$ cat src/rtl/dp_ram_arb_pkg.sv
// rtl/dp_ram_arb_pkg.sv - shared types and round-robin search helper for dp_ram_arbiter
package dp_ram_arb_pkg;

  localparam int MAX_REQ = 16;
  localparam int IDX_W   = 4;

  typedef logic [IDX_W-1:0] idx_t;

  typedef struct packed {
    logic valid;
    idx_t id;
  } rd_tag_t;

  // Returns {found, index} of the first set bit of mask, scanning circularly
  // from start over the lowest n bits.
  function automatic logic [IDX_W:0] rr_next(input logic [MAX_REQ-1:0] mask,
                                             input idx_t start,
                                             input int n);
    logic found;
    idx_t idx;
    idx_t pos;
    int   j;
    found = 1'b0;
    idx   = '0;
    for (int k = 0; k < MAX_REQ; k++) begin
      j = int'(start) + k;
      if (j >= n) j = j - n;
      pos = idx_t'(j);
      if (!found && (k < n) && mask[pos]) begin
        found = 1'b1;
        idx   = pos;
      end
    end
    return {found, idx};
  endfunction

endpackage

$ cat src/rtl/dp_ram_arbiter_rr_pick.sv
// rtl/dp_ram_arbiter_rr_pick.sv - circular first-set picker over N request bits
module rr_pick
  import dp_ram_arb_pkg::*;
#(
  parameter int N = 4
) (
  input  logic [N-1:0] mask_i,
  input  idx_t         start_i,
  output logic         found_o,
  output idx_t         idx_o
);

  logic [MAX_REQ-1:0] mask_wide;
  logic [IDX_W:0]     res;

  always_comb begin
    mask_wide         = '0;
    mask_wide[N-1:0]  = mask_i;
  end

  assign res     = rr_next(mask_wide, start_i, N);
  assign found_o = res[IDX_W];
  assign idx_o   = res[IDX_W-1:0];

endmodule

$ cat src/rtl/dp_ram_arbiter.sv
// rtl/dp_ram_arbiter.sv - two-grant round-robin arbiter sharing dp_ram ports A/B
module dp_ram_arbiter
  import dp_ram_arb_pkg::*;
#(
  parameter int NUM_REQ    = 4,
  parameter int DATA_WIDTH = 8,
  parameter int ADDR_WIDTH = 4
) (
  input  logic                             clk,
  input  logic                             rst,
  input  logic [NUM_REQ-1:0]               req_valid,
  output logic [NUM_REQ-1:0]               req_ready,
  input  logic [NUM_REQ-1:0]               req_wr,
  input  logic [NUM_REQ*ADDR_WIDTH-1:0]    req_addr,
  input  logic [NUM_REQ*DATA_WIDTH-1:0]    req_wdata,
  output logic [NUM_REQ-1:0]               rsp_valid,
  output logic [NUM_REQ*DATA_WIDTH-1:0]    rsp_rdata,
  output logic                             wrA,
  output logic [ADDR_WIDTH-1:0]            addrA,
  output logic [DATA_WIDTH-1:0]            dataA_in,
  input  logic [DATA_WIDTH-1:0]            dataA_out,
  output logic                             wrB,
  output logic [ADDR_WIDTH-1:0]            addrB,
  output logic [DATA_WIDTH-1:0]            dataB_in,
  input  logic [DATA_WIDTH-1:0]            dataB_out
);

  if (NUM_REQ < 2 || NUM_REQ > MAX_REQ) begin : g_num_req_check
    $error("dp_ram_arbiter: NUM_REQ must be in 2..16");
  end

  typedef struct packed {
    logic                  wr;
    logic [ADDR_WIDTH-1:0] addr;
    logic [DATA_WIDTH-1:0] wdata;
  } ram_cmd_t;

  function automatic idx_t wrap_inc(input idx_t i);
    return (i == idx_t'(NUM_REQ - 1)) ? '0 : i + idx_t'(1);
  endfunction

  idx_t                  rr_ptr_q, rr_ptr_d;
  logic                  found0, found1;
  idx_t                  g0, g1;
  logic [NUM_REQ-1:0]    sel0, sel1_raw, sel1, mask1;
  logic                  wr0, wr1;
  logic [ADDR_WIDTH-1:0] addr0, addr1;
  logic [DATA_WIDTH-1:0] wdata0, wdata1;
  logic                  conflict, grant1;

  ram_cmd_t cmd_a_q, cmd_a_d, cmd_b_q, cmd_b_d;
  rd_tag_t  tag_a1_q, tag_a1_d, tag_a2_q;
  rd_tag_t  tag_b1_q, tag_b1_d, tag_b2_q;

  rr_pick #(.N(NUM_REQ)) u_pick0 (
    .mask_i  (req_valid),
    .start_i (rr_ptr_q),
    .found_o (found0),
    .idx_o   (g0)
  );

  // Searching from the same start with g0 removed yields the next valid after g0.
  assign mask1 = req_valid & ~sel0;

  rr_pick #(.N(NUM_REQ)) u_pick1 (
    .mask_i  (mask1),
    .start_i (rr_ptr_q),
    .found_o (found1),
    .idx_o   (g1)
  );

  always_comb begin
    sel0     = '0;
    sel1_raw = '0;
    wr0      = 1'b0;
    wr1      = 1'b0;
    addr0    = '0;
    addr1    = '0;
    wdata0   = '0;
    wdata1   = '0;
    for (int i = 0; i < NUM_REQ; i++) begin
      if (found0 && g0 == idx_t'(i)) begin
        sel0[i] = 1'b1;
        wr0     = req_wr[i];
        addr0   = req_addr[i*ADDR_WIDTH +: ADDR_WIDTH];
        wdata0  = req_wdata[i*DATA_WIDTH +: DATA_WIDTH];
      end
      if (found1 && g1 == idx_t'(i)) begin
        sel1_raw[i] = 1'b1;
        wr1         = req_wr[i];
        addr1       = req_addr[i*ADDR_WIDTH +: ADDR_WIDTH];
        wdata1      = req_wdata[i*DATA_WIDTH +: DATA_WIDTH];
      end
    end
  end

  // Same-address pairs involving a write are split across cycles; read/read may share.
  assign conflict  = found1 && (addr1 == addr0) && (wr0 || wr1);
  assign grant1    = found1 && !conflict;
  assign sel1      = grant1 ? sel1_raw : '0;
  assign req_ready = sel0 | sel1;

  always_comb begin
    rr_ptr_d = rr_ptr_q;
    if (grant1) begin
      rr_ptr_d = wrap_inc(g1);
    end else if (found0) begin
      rr_ptr_d = wrap_inc(g0);
    end
  end

  always_comb begin
    cmd_a_d    = cmd_a_q;
    cmd_a_d.wr = 1'b0;
    if (found0) begin
      cmd_a_d.wr    = wr0;
      cmd_a_d.addr  = addr0;
      cmd_a_d.wdata = wdata0;
    end
    cmd_b_d    = cmd_b_q;
    cmd_b_d.wr = 1'b0;
    if (grant1) begin
      cmd_b_d.wr    = wr1;
      cmd_b_d.addr  = addr1;
      cmd_b_d.wdata = wdata1;
    end
    tag_a1_d.valid = found0 && !wr0;
    tag_a1_d.id    = g0;
    tag_b1_d.valid = grant1 && !wr1;
    tag_b1_d.id    = g1;
  end

  always_ff @(posedge clk) begin
    if (rst) begin
      rr_ptr_q <= '0;
      cmd_a_q  <= '0;
      cmd_b_q  <= '0;
      tag_a1_q <= '0;
      tag_a2_q <= '0;
      tag_b1_q <= '0;
      tag_b2_q <= '0;
    end else begin
      rr_ptr_q <= rr_ptr_d;
      cmd_a_q  <= cmd_a_d;
      cmd_b_q  <= cmd_b_d;
      tag_a1_q <= tag_a1_d;
      tag_a2_q <= tag_a1_q;
      tag_b1_q <= tag_b1_d;
      tag_b2_q <= tag_b1_q;
    end
  end

  assign wrA      = cmd_a_q.wr;
  assign addrA    = cmd_a_q.addr;
  assign dataA_in = cmd_a_q.wdata;
  assign wrB      = cmd_b_q.wr;
  assign addrB    = cmd_b_q.addr;
  assign dataB_in = cmd_b_q.wdata;

  // Second tag stage lines up with the RAM's registered read data.
  always_comb begin
    rsp_valid = '0;
    rsp_rdata = '0;
    for (int i = 0; i < NUM_REQ; i++) begin
      if (tag_a2_q.valid && tag_a2_q.id == idx_t'(i)) begin
        rsp_valid[i]                         = 1'b1;
        rsp_rdata[i*DATA_WIDTH +: DATA_WIDTH] = dataA_out;
      end
      if (tag_b2_q.valid && tag_b2_q.id == idx_t'(i)) begin
        rsp_valid[i]                         = 1'b1;
        rsp_rdata[i*DATA_WIDTH +: DATA_WIDTH] = dataB_out;
      end
    end
  end

endmodule

$ cat config.mk
export PLATFORM = sky130hd
export DESIGN_NAME = dp_ram_arbiter
export DESIGN_NICKNAME = d
export VERILOG_FILES = /design/src/rtl/dp_ram_arb_pkg.sv /design/src/rtl/dp_ram_arbiter_rr_pick.sv /design/src/rtl/dp_ram_arbiter.sv
export SDC_FILE = /design/constraint.sdc
export NUM_CORES = 1
export LEC_CHECK = 0
export ABC_AREA = 1
export CORE_MARGIN = 4
export CORE_UTILIZATION = 45
export DETAILED_ROUTE_END_ITERATION = 7
export DONT_BUFFER_PORTS = 1
export SLEW_MARGIN = 20
export SYNTH_ARGS = -nofsm -noshare
export SYNTH_HDL_FRONTEND = slang
export SYNTH_HIERARCHICAL = 1
export SYNTH_SLANG_ARGS = --single-unit
$ cat constraint.sdc
create_clock -name clk -period 12.85 [get_ports clk]
set_input_delay 0 -clock clk [delete_from_list [all_inputs] [get_ports clk]]
set_output_delay 0 -clock clk [all_outputs]
set_load 0.01 [all_outputs]
* Word level (Yosys, flattened, before mapping)
Index checks and enable logic that the tools add are counted.
** Operators by class
- Add/subtract/negate cells :: 9
- Magnitude comparators :: 8
- Eq/ne operators :: 13
- Muxes and demuxes :: 89
- Bitwise logic cells :: 5
- Reduce and logical (&&, ||, !) cells :: 44
** Operators by type and width (number)
- 8-bit two-way mux :: 16
- 4-bit two-way mux :: 25
- 1-bit two-way mux :: 40
- 1-bit binary-select mux with 4-bit select :: 8
- 4-bit by 2-bit equality test with 1-bit output, second input constant :: 8
- 1-bit logical AND :: 27
- 4-bit by 5-bit < comparator with 1-bit output, second input constant :: 4
- 4-bit by 1-bit equality test with 1-bit output, second input constant :: 4
- 4-bit logical NOT :: 4
- 5-bit by 3-bit greater-or-equal comparator with 1-bit output, second input constant :: 3
- 4-bit by 3-bit subtractor with 4-bit output, second input constant :: 3
- 4-bit by 2-bit adder with 5-bit output, second input constant :: 2
- 1-bit logical NOT :: 9
- 4-bit by 1-bit adder with 4-bit output, second input constant :: 2
- 4-bit by 1-bit adder with 5-bit output, second input constant :: 1
- 4-bit bitwise AND :: 1
- 4-bit equality test :: 1
- 4-bit by 3-bit greater-or-equal comparator with 1-bit output, second input constant :: 1
- 4-bit inverter :: 1
- 4-bit bitwise OR :: 1
- 2-bit OR reduction :: 2
- 4-bit subtractor, second input constant :: 1
- 1-bit inverter :: 2
- 2-bit nonzero test :: 1
- 1-bit logical OR :: 1
** Storage, ports and cells
- Bits in registers :: 50
- Input port bits :: 74
- Output and inout port bits :: 66
- Logic and storage cells :: 183

* Logic depth before layout (Yosys ltp)
Gate-level depths: netlist (run 1).
- Word-level depth :: 44
- Depth in mapped cells :: 52
- Mapped depth without buffers :: 52

* By module
Netlist (run 1), hierarchy kept.
** By module, submodules not included
- dp_ram_arbiter :: instances 1, cells each 554, area each 3629.7 µm², seq. area each 1001.0 µm²
- rr_pick :: instances 2, cells each 112, area each 664.4 µm², seq. area each 0.0 µm²

* Worst setup path after synthesis (run 1)
Ideal clock, no wire load.
- Kind :: register -> register
- Start point :: register rr_ptr_q[1]
- End point :: register rr_ptr_q[1]
- Setup time :: 0.068 ns
- Data arrival time :: 5.229 ns
- Data required time :: 12.782 ns
- Slack :: 7.553 ns
- Cell stages (with the launch flop) :: 45
- Buffers on the path :: 3
- Period minus slack after synthesis :: 5.297 ns
- Cells stage by stage :: dfxtp_1 -> inv_2 -> ha_1 -> inv_1 -> ha_1 -> nand2_1 -> nand2_1 -> inv_2 -> nand3_2 -> clkinv_1 -> nand3_2 -> nor2_1 -> nor2_1 -> nand2_1 -> inv_1 -> ha_1 -> nand3_2 -> buf_6 -> [9 not listed] -> nand2_1 -> nor2_1 -> nand2_1 -> inv_1 -> ha_1 -> nand2_1 -> inv_2 -> nand2_2 -> o21ai_1 -> nand3_1 -> a21oi_1 -> nand2_1 -> nand2_2 -> nand3_4 -> nand2_8 -> buf_8 -> nand3_2 -> a21oi_2
** On the way
- Word-level cells in the longest chain between the ends :: 43
- Elaborated cells between the ends (all ways) :: 110
- Those cells by class :: add/sub: 9; order compare: 4; eq/ne: 7; mux: 60; bitwise: 2; reduce/logical: 28
** RTL lines
- start, declared :: line dp_ram_arbiter.sv:42 : idx_t rr_ptr_q, rr_ptr_d;
- start signal, assigned :: line dp_ram_arbiter.sv:143 : rr_ptr_q <= rr_ptr_d;
- branches (longest 13 deep; another with 4-bit by 1-bit adder with 5-bit output)
- 4-bit two-way mux (*) :: line dp_ram_arb_pkg.sv:29 : if (!found && (k < n) && mask[pos]) begin
- net g0[1] :: line dp_ram_arbiter.sv:44 : idx_t g0, g1;
- 4-bit by 1-bit equality test with 1-bit output (*) :: line dp_ram_arbiter.sv:82 : if (found0 && g0 == idx_t'(i)) begin
- 1-bit logical AND (*) :: line dp_ram_arbiter.sv:82
- 1-bit two-way mux (*) :: line dp_ram_arbiter.sv:82
- 4-bit inverter (*) :: line dp_ram_arbiter.sv:63 : assign mask1 = req_valid & ~sel0;
- 4-bit bitwise AND (*) :: line dp_ram_arbiter.sv:63
- net mask1[1] :: line dp_ram_arbiter.sv:45 : logic [NUM_REQ-1:0] sel0, sel1_raw, sel1, mask1;
- [12 not listed]
- net g1[0] :: line dp_ram_arbiter.sv:44
- 4-bit logical NOT :: line dp_ram_arbiter.sv:88 : if (found1 && g1 == idx_t'(i)) begin
- 1-bit logical AND :: line dp_ram_arbiter.sv:88
- 4-bit two-way mux (4 in a row) :: line dp_ram_arbiter.sv:88
- 4-bit equality test :: line dp_ram_arbiter.sv:98 : assign conflict = found1 && (addr1 == addr0) && (wr0 || wr1);
- 1-bit logical AND (2 in a row) :: line dp_ram_arbiter.sv:98
- 1-bit logical NOT :: line dp_ram_arbiter.sv:99 : assign grant1 = found1 && !conflict;
- 1-bit logical AND :: line dp_ram_arbiter.sv:99
- 4-bit two-way mux / 2-bit nonzero test (equally long branches)
Mark *: on every way through the listed nets, which the timed path passes. The select of a mux whose other input is x is not followed.
A chain may end at the register's enable or synchronous reset.

* Final worst setup path (run 1)
- Start point :: register rr_ptr_q[1]
- End point :: register cmd_b_q, in the netlist dataB_in[4]
** On the way
- Elaborated cells between the ends (all ways) :: 107
- Those cells by class :: add/sub: 7; order compare: 4; eq/ne: 7; mux: 60; bitwise: 2; reduce/logical: 27
** RTL lines
- branches (longest 13 deep; another with 4-bit by 1-bit adder with 5-bit output)
- 4-bit two-way mux (*) :: line dp_ram_arb_pkg.sv:29
- net g0[1] :: line dp_ram_arbiter.sv:44
- 4-bit by 1-bit equality test with 1-bit output (*) :: line dp_ram_arbiter.sv:82
- 1-bit logical AND (*) :: line dp_ram_arbiter.sv:82
- 1-bit two-way mux (*) :: line dp_ram_arbiter.sv:82
- 4-bit inverter (*) :: line dp_ram_arbiter.sv:63
- 4-bit bitwise AND (*) :: line dp_ram_arbiter.sv:63
- net mask1[1] :: line dp_ram_arbiter.sv:45
- [11 not listed]
- 1-bit two-way mux (*) :: line dp_ram_arb_pkg.sv:29
- net found1 :: line dp_ram_arbiter.sv:43 : logic found0, found1;
- 1-bit logical AND :: line dp_ram_arbiter.sv:88
- 4-bit two-way mux (4 in a row) :: line dp_ram_arbiter.sv:88
- 4-bit equality test :: line dp_ram_arbiter.sv:98
- 1-bit logical AND (2 in a row) :: line dp_ram_arbiter.sv:98
- 1-bit logical NOT :: line dp_ram_arbiter.sv:99
- 1-bit logical AND :: line dp_ram_arbiter.sv:99
- end signal, assigned :: line dp_ram_arbiter.sv:145 : cmd_b_q <= cmd_b_d;
- end, declared :: line dp_ram_arbiter.sv:51 : ram_cmd_t cmd_a_q, cmd_a_d, cmd_b_q, cmd_b_d;
Marked as above.

==> impl_results.md, run 1 <==
- Area of the multi-input gates: 3240 µm²
- CTS clk-pin slew, worst paths: 0.10 ns
- Reg-to-reg slack, setup: 5.36 ns
- R2R depth: 38
- Setup TNS: 0 ns
- Routed Antenna Nets: 0
- Initial Util: 45.9%
- Vias: 5,056
- Final-report max-slew violation count: 0
- Residual DRC count: 0
- Top routing layer in use: met4
- Vias in the first global route: 4,644
- Core Area: 10,800 µm²
- Layout cell share with drive strength beyond 1: 12.3%
- Average size of a mapped cell: 6.37 µm²
- Period utilization: 58.3%
- Bufs and invs on worst path: 5
- Port Buffer Count: 0
- Hold Crit Class: in -> reg
- Count of different cell masters after synthesis: 48
- First-pass GRT wire length: 23,200 µm
- First-pass DRT Iterations: 6
- Met3 WL: 1210 µm
- Area Growth Syn to Fin: 5.35%
- CTS tree: yes
- Cells after Synth: 778
- Detailed-placement wirelength estimate: 10,700 µm
- # fillers: 1,148
- Worst EP required: 13.10 ns
- Final global-route overflow total: 0
- Least-Margin Pin Slew: 0.930 ns
- Final setup violation count: 0
- Worst r2r dst: dataB_in[4]$_SDFFE_PP0N_
- Register bit total from synthesis: 50
- Routability Congestion: 0.881
- Row count: 38
- Die area: 12,800 µm²
- Total Routed Length: 14,400 µm
- Crit path largest cell delay: 0.94 ns
- CP Depth: 38
- Max-slew headroom: 37.9%
- Crit Reg-Reg Startpoint: rr_ptr_q[1]$_SDFFE_PP0P_
- Maximum fanout along the worst path: 25
- Chip height: 113 µm
- Max Freq: 133 MHz
- Initial antenna violation count: 0
- Arr. time, crit path: 7.75 ns
- Yosys warns: 6
- Slowest cell on crit path: dfxtp_1
- Register area share after synthesis: 20.2%
- FF/Latch Area: 1000 µm²
- Wire length on met2: 6630 µm
- Critical Path Sink: dataB_in[4]$_SDFFE_PP0N_
- CP Capture Type: flop
- CTS Buf Count: 5
- Maxcap violations: 0
- Largest net degree at the start of global routing: 32
- Fin Clk Skew: 0.0100 ns
- Nets: 884
- Setup bufs post-CTS: 0
- Hold_buf cts: 21
- Post-cts resize count: 0
- Worst-skew pair later-pin latency: 0.31 ns
- DR WL/cell: 15.7 µm
- Clk sinks: 50
- Cell Area, Synth: 4960 µm²
- Crit path time final: 7.49 ns
- Hold Vio Cnt, Final: 0
- Setup CP Type: reg -> reg
- CTS Buffer Depth: 2
- DRT iter0 DRCs: 428
- GRT Overall Usage: 22.0%
- I/O Pins: 140
- Clock Tree Root: clkbuf_8
- CTS H-tree depth: 2
- RSZ-0062 raised after global routing: false
- CP most frequent cell: nand2_1
- Via density: 5.51
- Setup crit start kind: flop
- WL met1: 6390 µm
- Die width: 113 µm
- Status: finished, final reports clean
- Antenna fix cells: 0
- Critical path startpoint: rr_ptr_q[1]$_SDFFE_PP0P_
- Crit path max-delay family: simple AND/OR/NAND/NOR gates
## worst min-delay path: stages
cell and delay (ns):
nand4_1 0.08, nand2_1 0.06, inv_1 0.03, nand2_1 0.07, a21oi_1 0.06
## through the flow
step | setup WS, ns | utilization, % | hold slack, ns | instance area (µm²) | cells
2_1_floorplan | 7.55 | - | 0.167 | 4970 | 780
3_3_place_gp | 6.24 | 45.6 | 0.0736 | 4920 | 890
3_5_place_dp | 5.97 | 45.6 | 0.0702 | 4920 | 890
4_1_cts | 5.50 | 48.4 | 0.0146 | 5220 | 918
5_1_grt | 4.63 | 48.4 | 0.0441 | 5220 | 918
6_report | 5.36 | 48.4 | 0.0309 | 5220 | 918
## area by class of cell
type                            count  area share [%]
Clock buffer                        6            1.39
Multi-Input combinational cell    576            62.0
Sequential cell                    50            19.2
Timing Repair Buffer               22            4.36
Clock inverter                      1           0.144
Tap cell                          140            3.35
Inverter                          123            9.56
## cells by family after synthesis
kind of cell | Yosys count | share of synthesized area [%]
multiplexers | 2 | 0.404
flip-flops | 50 | 20.2
AND/OR/NAND/NOR | 393 | 38.3
AO/OA/AOI/OAI | 140 | 17.1
buffers and inverters | 154 | 14.6
XOR/XNOR | 5 | 1.19
other | 2 | 0.151
adder cells (fa/ha/maj) | 32 | 8.07
## routing by layer
| layer | track usage [%] | up-vias |
|---|---|---|
| met4 | 4.41 | 0 |
| met5 | 0 | - |
| met1 | 29.4 | 2298 |
| met3 | 5.56 | 22 |
| met2 | 36.3 | 197 |
| li1 | - | 2539 |
## state kept, by name, summed over array words and instances (netlist names)
signal and cells:
dataB_in 8, rr_ptr_q 4, addrA 4, dataA_in 8
tag_a2_q 5, tag_b1_q 5, wrB 1, addrB 4
tag_a1_q 5, tag_b2_q 5, wrA 1
## Yosys cell counts (all sizes together)
cell,number,area share [%]
nand2,222,18
inv,120,9.8
nor2,70,6.6
nand3,66,9.1
o21ai,61,6.4
dfxtp,50,20
o22ai,34,4.3
ha,32,8.1
a21oi,26,3.4
nand4,24,3.0
buf,22,3.9
clkbuf,9,0.68
o211ai,5,0.76
xor2,5,1.2
a31oi,4,0.50
nor4,4,0.50
clkinv,3,0.23
o2bb2ai,3,0.53
and2,2,0.25
conb,2,0.15
mux2i,2,0.40
o211a,2,0.40
o21bai,2,0.30
o311a,2,0.40
or2,2,0.25
and3,1,0.13
nand3b,1,0.15
nor3,1,0.10
o221ai,1,0.18
## worst min path at each step
stage | from | cells past startpoint | endpoint | slack (ns)
final | req_wr[2] | 5 | tag_a1_q[4]$_SDFF_PP0_ | 0.03
after global routing | req_addr[14] | 3 | addrA[2]$_SDFFE_PP0P_ | 0.04
after CTS | req_wr[2] | 5 | tag_a1_q[4]$_SDFF_PP0_ | 0.01
after detailed placement | rst | 1 | dataB_in[5]$_SDFFE_PP0N_ | 0.07
after global placement | rst | 1 | dataB_in[5]$_SDFFE_PP0N_ | 0.07
after floorplan | req_wdata[28] | 2 | dataA_in[4]$_SDFFE_PP0P_ | 0.17
## layout by cell type, fill, tap and decap left out, drive strengths merged, types with 4 or more instances in the layout
cell and count:
clkbuf 6, inv 120, o211ai 5, a31oi 4
nand4 24, nor4 4, nand2 222, conb 4
o22ai 34, xor2 5, o21ai 61, dlygate4sd3 20
nand3 66, nor2 70, a21oi 26, dfxtp 50
ha 32
Power of run 1 is left out: the tool's default activity adds up to more than one toggle a clock period on the data nets, which glitch-free logic cannot reach.
==> run 2: changes to the inputs <==
==> constraint.sdc (replaced) <==
create_clock -name clk -period 7.5 [get_ports clk]
set_input_delay 0 -clock clk [delete_from_list [all_inputs] [get_ports clk]]
set_output_delay 0 -clock clk [all_outputs]
set_load 0.01 [all_outputs]
==> impl_results.md, run 2 (synthesis gave the netlist of run 1 again) <==
- Status: finished, final reports clean (unchanged)
- Maximum fanout along the worst path: 25 (unchanged)
- Detailed-placement wirelength estimate: 11,200 µm (was 10,700 µm)
- First-pass GRT wire length: 23,800 µm (was 23,200 µm)
- CP Capture Type: flop (unchanged)
- CP most frequent cell: nand2_1 (unchanged)
- Residual DRC count: 0 (unchanged)
- I/O Pins: 140 (unchanged)
- GRT Overall Usage: 22.5% (was 22.0%)
- Worst EP required: 7.71 ns (was 13.10 ns)
- Period utilization: 91.1% (was 58.3%)
- Top routing layer in use: met4 (unchanged)
- DR WL/cell: 16.0 µm (was 15.7 µm)
- Hold Vio Cnt, Final: 0 (unchanged)
- Chip height: 113 µm (unchanged)
- Layout cell share with drive strength beyond 1: 13.1% (was 12.3%)
- CTS H-tree depth: 2 (unchanged)
- Worst-skew pair later-pin latency: 0.31 ns (about the same)
- Slowest cell on crit path: dfxtp_1 (unchanged)
- Most common cell after layout, fill and taps aside: nand2_1 (unchanged)
- Crit path largest cell delay: 0.63 ns (was 0.94 ns)
- Final setup violation count: 0 (unchanged)
- Via density: 5.58 (was 5.51)
- Routability Congestion: 0.905 (was 0.881)
- Antenna fix cells: 0 (unchanged)
- Final-report max-slew violation count: 0 (unchanged)
- RSZ-0062 raised after global routing: false (unchanged)
- Setup CP Type: reg -> reg (unchanged)
- Fin Clk Skew: 0.0109 ns (was 0.0100 ns)
- First-pass DRT Iterations: 6 (unchanged)
- Area Growth Syn to Fin: 7.12% (was 5.35%)
- Hold WS: 0.0196 ns (was 0.0309 ns)
- Vias in the first global route: 4,878 (was 4,644)
- WL met1: 6580 µm (was 6390 µm)
- Initial Util: 45.9% (unchanged)
- DRT iter0 DRCs: 524 (was 428)
- Arr. time, crit path: 7.04 ns (was 7.75 ns)
- Initial antenna violation count: 1 (was 0)
- Wire length on met2: 6440 µm (was 6630 µm)
- Core Area: 10,800 µm² (unchanged)
- Met3 WL: 1390 µm (was 1210 µm)
- Largest net degree at the start of global routing: 32 (unchanged)
- Routed Antenna Nets: 0 (unchanged)
- Clock Tree Root: clkbuf_8 (unchanged)
- Hold Crit Class: in -> reg (unchanged)
- Vias: 5,179 (was 5,056)
- Maxcap violations: 0 (unchanged)
- Least-Margin Pin Slew: 0.696 ns (was 0.930 ns)
- Final global-route overflow total: 0 (unchanged)
- CTS clk-pin slew, worst paths: 0.10 ns (about the same)
- Max-slew headroom: 53.3% (was 37.9%)
- Total Routed Length: 14,800 µm (was 14,400 µm)
- CTS Buf Count: 5 (unchanged)
- CTS Buffer Depth: 2 (unchanged)
- Row count: 38 (unchanged)
- Setup crit start kind: flop (unchanged)
- Die area: 12,800 µm² (unchanged)
- Most frequent cells in the layout: nand2_1 (204), inv_1 (94), nor2_1 (59), dfxtp_1 (50), nand3_1 (48) (unchanged)
- Setup TNS: 0 ns (unchanged)
- Crit path time final: 6.83 ns (was 7.49 ns)
- Clk sinks: 50 (unchanged)
- Nets: 894 (was 884)
- Port Buffer Count: 0 (unchanged)
- # fillers: 1,112 (was 1,148)
- Max Freq: 146 MHz (was 133 MHz)
- Die width: 113 µm (unchanged)
- CTS tree: yes (unchanged)
## run 2: changes by cell type in the layout (fill, tap and decap cells not counted)
| cell | before | now |
|---|---|---|
| buf_4 | 1 | 7 |
| dlygate4sd3_1 | 20 | 24 |
| clkbuf_1 | 1 | 0 |
| clkinv_2 | 0 | 1 |
| clkinvlp_4 | 1 | 0 |
| inv_6 | 2 | 3 |
## run 2: final timing paths
path	from	end	slack (ns)	depth (start not counted)
worst max-delay path	rr_ptr_q[1]$_SDFFE_PP0P_	dataB_in[5]$_SDFFE_PP0N_	0.67	46
worst min-delay path	req_addr[14]	addrA[2]$_SDFFE_PP0P_	0.02	3
worst max register to register	rr_ptr_q[1]$_SDFFE_PP0P_	dataB_in[5]$_SDFFE_PP0N_	0.67	46
worst min register to register	tag_b1_q[1]$_SDFF_PP0_	tag_b2_q[1]$_SDFF_PP0_	0.40	2
## run 2: what timing repair did
action / CTS / global route
setup buffers: 0 / 0
hold buffers: 25 / 0
resized for setup: 0 / 0
hold endpoints to repair: 39 / 0
## run 2: worst max-delay path, delay by kind of cell, from the launching register on
kind,cells,cell delay (ns)
adders and majority gates,4,1.04
buffers and inverters,8,1.20
and+or+nand+nor,32,3.55
DFF,1,0.63
AOI/OAI and AO/OA,2,0.32
## run 2: layout make-up
class / count / area (µm²) / area share [%]
Clock inverter: 2 / 13.8 / 0.259
Timing Repair Buffer: 32 / 313 / 5.89
Clock buffer: 5 / 68.8 / 1.30
Multi-Input combinational cell: 576 / 3240 / 61.0
Sequential cell: 50 / 1000 / 18.8
Tap cell: 140 / 175 / 3.30
Inverter: 123 / 499 / 9.40
## run 2: routing by layer
layer  track usage (%)  vias up
met1              30.1     2344
met3              5.61       42
met2              35.3      249
met4              7.93        0
met5                 0        -
li1                  -     2544
## run 2: metrics by stage
stage | util [%] | area [µm²] | worst slack [ns] | cells
after floorplan | - | 4970 | 2.20 | 780
after global placement | 46.0 | 4970 | 1.39 | 896
after detailed placement | 46.0 | 4970 | 1.25 | 896
after CTS | 49.2 | 5310 | 0.763 | 928
after global routing | 49.2 | 5310 | 0.0313 | 928
final | 49.2 | 5310 | 0.668 | 928
Power of run 2 is left out for the same reason.
